==> src/rtl/update_monitor_ctrl.sv <==
// update_monitor_ctrl: walks the monitor position ROM and repaints each
// monitor bit as an ASCII '0'/'1' character on the VGA text screen.
// A shadow of the last painted bits lets a scan skip unchanged characters.
// The scan sequence is LOOKUP -> WRITE -> ADVANCE for each entry. An entry
// that is already on screen goes LOOKUP -> ADVANCE.
//
// Handshake (wr_req / wr_ack): wr_req rises together with a stable
// {wr_col, wr_row, wr_char} payload. The payload and wr_req are held until the
// first cycle in which wr_ack is high, and that cycle completes the transfer.
// wr_req drops in the following cycle. wr_ack is ignored while wr_req is low.
module update_monitor_ctrl #(
    parameter int NUM_ENTRIES = 82,
    parameter int ADDR_W      = 10,
    parameter int COL_W       = 7,
    parameter int ROW_W       = 4
) (
    input  logic                   clk,
    input  logic                   rst_n,
    input  logic                   start,
    input  logic                   force_all,
    input  logic [NUM_ENTRIES-1:0] mon_bits,
    output logic [ADDR_W-1:0]      rom_addr,
    input  logic [31:0]            rom_data,
    output logic                   wr_req,
    output logic [COL_W-1:0]       wr_col,
    output logic [ROW_W-1:0]       wr_row,
    output logic [7:0]             wr_char,
    input  logic                   wr_ack,
    output logic                   busy,
    output logic                   done,
    output logic [1:0]             dbg_state
);

    localparam int IDX_W = $clog2(NUM_ENTRIES);

    typedef enum logic [1:0] {
        S_IDLE    = 2'd0,
        S_LOOKUP  = 2'd1,
        S_WRITE   = 2'd2,
        S_ADVANCE = 2'd3
    } state_t;

    state_t                 r_state;
    state_t                 w_next_state;

    logic [IDX_W-1:0]       r_idx;
    logic [NUM_ENTRIES-1:0] r_snap;
    logic [NUM_ENTRIES-1:0] r_shadow;
    logic                   r_shadow_valid;
    logic                   r_force;
    logic                   r_pending;
    logic                   r_pending_force;
    logic                   r_done;
    logic [COL_W-1:0]       r_wr_col;
    logic [ROW_W-1:0]       r_wr_row;
    logic [7:0]             r_wr_char;

    logic                   w_kick;
    logic                   w_need;
    logic                   w_last;
    logic                   w_unused_rom;

    // Only the position field {col, row} = rom_data[17:7] is meaningful.
    assign w_unused_rom = ^{rom_data[31:18], rom_data[6:0]};

    // A scan is launched by a fresh start or by one queued while busy.
    assign w_kick = start | r_pending;

    // Repaint when forced, when the screen content is unknown, or on a change.
    assign w_need = r_force | ~r_shadow_valid | (r_snap[r_idx] ^ r_shadow[r_idx]);
    assign w_last = (r_idx == IDX_W'(NUM_ENTRIES - 1));

    assign rom_addr = ADDR_W'(r_idx);
    assign wr_col   = r_wr_col;
    assign wr_row   = r_wr_row;
    assign wr_char  = r_wr_char;
    assign done     = r_done;

    // State register.
    always_ff @(posedge clk or negedge rst_n) begin
        if (!rst_n) begin
            r_state <= S_IDLE;
        end else begin
            r_state <= w_next_state;
        end
    end

    // Next-state logic.
    always_comb begin
        w_next_state = r_state;
        case (r_state)
            S_IDLE:    if (w_kick) w_next_state = S_LOOKUP;
            S_LOOKUP:  w_next_state = w_need ? S_WRITE : S_ADVANCE;
            S_WRITE:   if (wr_ack) w_next_state = S_ADVANCE;
            S_ADVANCE: w_next_state = w_last ? S_IDLE : S_LOOKUP;
            default:   w_next_state = S_IDLE;
        endcase
    end

    // Output decode from state. This drives wr_req low as soon as reset is applied.
    always_comb begin
        busy      = (r_state != S_IDLE);
        wr_req    = (r_state == S_WRITE);
        dbg_state = r_state;
    end

    // Scan datapath: snapshot, index walk, write payload, shadow and pending start.
    always_ff @(posedge clk or negedge rst_n) begin
        if (!rst_n) begin
            r_idx           <= '0;
            r_snap          <= '0;
            r_shadow        <= '0;
            r_shadow_valid  <= 1'b0;
            r_force         <= 1'b0;
            r_pending       <= 1'b0;
            r_pending_force <= 1'b0;
            r_done          <= 1'b0;
            r_wr_col        <= '0;
            r_wr_row        <= '0;
            r_wr_char       <= '0;
        end else begin
            r_done <= 1'b0;
            // A start that arrives mid-scan is remembered and runs afterwards.
            if (start && (r_state != S_IDLE)) begin
                r_pending       <= 1'b1;
                r_pending_force <= r_pending_force | force_all;
            end
            case (r_state)
                S_IDLE: begin
                    if (w_kick) begin
                        r_snap          <= mon_bits;
                        r_force         <= (start & force_all) | r_pending_force;
                        r_pending       <= 1'b0;
                        r_pending_force <= 1'b0;
                        r_idx           <= '0;
                    end
                end
                S_LOOKUP: begin
                    r_wr_col  <= rom_data[17:17-COL_W+1];
                    r_wr_row  <= rom_data[ROW_W+6:7];
                    r_wr_char <= r_snap[r_idx] ? 8'h31 : 8'h30;
                end
                S_WRITE: begin
                    if (wr_ack) begin
                        r_shadow[r_idx] <= r_snap[r_idx];
                    end
                end
                S_ADVANCE: begin
                    if (w_last) begin
                        r_shadow_valid <= 1'b1;
                        r_done         <= 1'b1;
                    end else begin
                        r_idx <= r_idx + 1'b1;
                    end
                end
                default: ;
            endcase
        end
    end

endmodule

==> config.mk <==
export PLATFORM = sky130hd
export DESIGN_NAME = update_monitor_ctrl
export DESIGN_NICKNAME = d
export VERILOG_FILES = /design/src/rtl/update_monitor_ctrl.sv
export SDC_FILE = /design/constraint.sdc
export NUM_CORES = 1
export LEC_CHECK = 0
export BUFFER_PORTS_ARGS = -buffer_cell sky130_fd_sc_hd__buf_2
export CELL_PAD_IN_SITES_DETAIL_PLACEMENT = 1
export CELL_PAD_IN_SITES_GLOBAL_PLACEMENT = 2
export CORE_MARGIN = 2
export CORE_UTILIZATION = 31
export CTS_CLUSTER_SIZE = 28
export DETAILED_ROUTE_END_ITERATION = 12
export PLACE_DENSITY = 0.75
export SLEW_MARGIN = 20
export SYNTH_ARGS = -nofsm -noshare
export SYNTH_HDL_FRONTEND = slang
export SYNTH_SLANG_ARGS = --single-unit
==> constraint.sdc <==
create_clock -name clk -period 4.72 [get_ports clk]
set_clock_uncertainty 0.05 [all_clocks]
set_input_delay 1.18 -clock clk [delete_from_list [all_inputs] [get_ports clk]]
set_output_delay 1.18 -clock clk [all_outputs]
set_load 0.02 [all_outputs]
==> summary.txt <==
Yosys
  – Ys Warns: 0
  – Mapped cell area: 9370 sq um
  – Synth top area cells: dfrtp_1 (51%), mux2_2 (22%), mux4_2 (4.8%)
  – Ys flop type: dfrtp_1
  – #FFs+latches synth: 191
  – Post-synthesis sequential area ratio: 51.0%
  – Yosys top cell area share: 51.0%
  – Post-synth EDFFs: 0
  – Number of distinct library cells after synthesis: 54
  – Synth area leader: dfrtp_1
  – Synth Instances: 751
  – Mapped Avg Cell Area: 12.5 sq um
  – Asr flop ratio synth: 100%

Power and ir drop
  – Switch share: 37.4%
  – Int Pwr: 4140 uW
  – Clock Power Share: 22.0%
  – Comb pwr share: 40.3%
  – Leak: 0.00485 uW
  – Sw Pwr: 2470 uW
  – Maximum VDD drop: 0.358 mV
  – Pwr Density: 603 nW/um^2
  – Sequential share of power: 37.8%

Floorplanning
  – Die area: 31,600 sq um
  – Core Region: 29,700 sq um
  – Initial Util: 31.5%
  – Boundary pin count: 153
  – Cell Rows: 63
  – Die Width: 178 um
  – Vert. Die Dim: 178 um

Setup path
  – CP Data Arrival Time: 3.63 ns
  – CP bufs+invs: 2
  – Crit start category: flop
  – CP max-delay cell: dfrtp_2
  – Crit-path max FO: 28
  – CP Data Required Time: 5.06 ns
  – Cells along the critical path: buf_12, buf_4, mux2_2, a221oi_1, a221o_1, o311ai_0, nor3_1, xor2_1, a21o_1
  – Critical path's top delay family: compound AO/OA/AOI/OAI gates
  – Max incr delay on CP: 0.70 ns
  – Setup CP Type: reg -> reg
  – Crit. End Element: flop

Layout
  – Area Overhead vs Synth: 17.0%
  – Seq. cell area: 4780 sq um
  – Area of the multi-input gates: 4270 sq um
  – Final Non-Filler Cells: 1,269
  – Layout cells sized above 1: 43.3%
  – Nets: 989
  – Fill count: 3,231

Detailed routing
  – Vias per cell: 5.00
  – Drt total wl: 24,700 um
  – Initial DRC Count: 283
  – 1st-pass router iterations: 5
  – Residual DRC: 0
  – Per-cell routed wire length: 19.4 um
  – Routed via count: 6,344
  – DRT antenna net count: 0

STA
  – Fin crit share: 69.8%
  – Worst Tran Pin Value: 0.751 ns
  – Sum of negative setup slack: 0 ns
  – Normalized max-slew margin: 50.0%
  – Final Hold Violating Endpoints: 0
  – Pins over their slew limit: 0
  – Final min period: 3.30 ns
  – # setup viols final: 0
  – RSZ-0062 raised after global routing: false
  – Fmax achieved: 0.303 GHz

Worst hold path
  – Hold crit path type: reg -> reg

Global routing
  – Largest net degree at the start of global routing: 93
  – Initial antenna violation count: 3
  – Vias in the first global route: 7,068
  – First-pass GRT wire length: 39,700 um
  – Total grt overflow: 0
  – Total GRT Usage: 16.4%

Placement
  – Placed cells: 1,235
  – Routability cong.: 0.765
  – HPWL after DPL: 16,900 um
  – Port Buffers: 123

CTS
  – TritonCTS clock tree: yes
  – Worst-skew pair later-pin latency: 0.45 ns
  – CTS-repair resized insts: 0
  – CTS sink cnt: 191
  – Clk slew on worst S/H paths: 0.07 ns
  – CTS root buf: clkbuf_16
  – Post-CTS setup buffers: 0
  – Max H-tree Level: 4
  – Longest Clk Path Bufs: 2
  – Hold Buf Count CTS: 0
  – Cts bufs inserted: 17

Run
  – Max-cap violations: 0

Run status
  – Status: finished clean
-- final timing paths --
path | startpoint | endpoint | slack [ns] | depth (start not counted)
setup reg to reg | r_idx[0] | dbg_state[0] | 1.42 | 9
setup / recovery | r_idx[0] | dbg_state[0] | 1.42 | 9
max in group asynchronous | rst_n | r_shadow[21] | 2.83 | 2
hold reg to reg | r_shadow_valid | r_shadow_valid | 0.43 | 1
hold / removal | r_shadow_valid | r_shadow_valid | 0.43 | 1
min in group asynchronous | rst_n | r_snap[23] | 0.76 | 1
-- metal layers --
layer,share of wire (%),global-route usage [%]
met1,44,20.7
met2,48,27.0
met3,5.8,4.76
met4,1.7,5.16
met5,0.053,0
-- worst reg2reg max path, stage by stage (launching register included) --
cell and delay [ns]:
dfrtp_2 0.70, buf_12 0.29, buf_4 0.35, mux2_2 0.38, a221oi_1 0.36, a221o_1 0.22
o311ai_0 0.13, nor3_1 0.26, xor2_1 0.33, a21o_1 0.17
-- sequential cells by signal, summed over array words and instances (netlist names) --
| name | cells |
|---|---|
| wr_col | 7 |
| r_shadow | 82 |
| wr_char | 2 |
| dbg_state | 2 |
| r_pending | 1 |
| wr_row | 4 |
| r_force | 1 |
| r_snap | 82 |
| done | 1 |
| r_idx | 7 |
| r_shadow_valid | 1 |
| r_pending_force | 1 |
-- cells by family after synthesis --
group                    Yosys count  synth area share (%)
AO/OA/AOI/OAI                     80                  5.93
XOR/XNOR                           2                 0.187
adder cells (fa/ha/maj)            6                 0.802
buffers and inverters             61                  3.74
flip-flops                       191                  51.0
multiplexers                     232                  29.9
other                              1                0.0400
AND/OR/NAND/NOR                  178                  8.32
-- synthesized netlist by cell type (4+ instances only) --
master      n
nor2_1     96
a21oi_1     9
buf_4      11
buf_6       9
nand2_1    38
dfrtp_1   191
o21ai_0    15
mux2_2    185
nand2b_1    6
nand3_1     8
buf_2      10
inv_1       8
ha_1        6
a31oi_1     5
a22oi_1     5
nor2b_1     9
a221oi_1    5
mux2i_1    27
o221ai_1    4
nor3_1      5
o22ai_1     8
mux4_2     20
a22o_1      5
clkbuf_1   20
-- cell usage in the layout (no fill, tap or decap), types with 11 or more instances in the layout --
cell type | netlist | layout
buf_2 | 10 | 122
buf_4 | 11 | 11
clkbuf_16 | 0 | 17
dfrtp_1 | 191 | 189
mux2_2 | 185 | 185
mux2i_1 | 27 | 27
mux4_2 | 20 | 20
nand2_1 | 38 | 38
nor2_1 | 96 | 96
o21ai_0 | 15 | 15
-- area by class of cell --
type                            instances  area share [%]
Tap cell                              390            4.45
Clock buffer                           18            4.01
Sequential cell                       191            43.6
Inverter                               10           0.343
Timing Repair Buffer                  138            7.18
Antenna cell                            2          0.0457
Clock inverter                         14            1.34
Multi-Input combinational cell        506            39.0
-- metrics by stage --
stage	cell area (sq um)	hold slack (ns)	setup WS [ns]	util (%)	total power, uW
after CTS	11000	0.431	1.38	36.9	6700
final	11000	0.427	1.42	36.9	6600
after global placement	10400	0.406	1.30	34.9	5170
after floorplan	9390	0.385	2.12	-	4460
after detailed placement	10400	0.414	1.40	34.9	5230
after global routing	11000	0.441	1.20	36.9	7020
-- power groups by stage --
stage               Combinational [uW]  Clock, uW  Sequential [uW]
floorplan                         2020          0             2450
global placement                  2670          0             2500
detailed placement                2700          0             2530
CTS                               2710       1500             2500
global route                      2900       1550             2570
finish                            2660       1450             2490
Power figures use the tool's default switching activity.
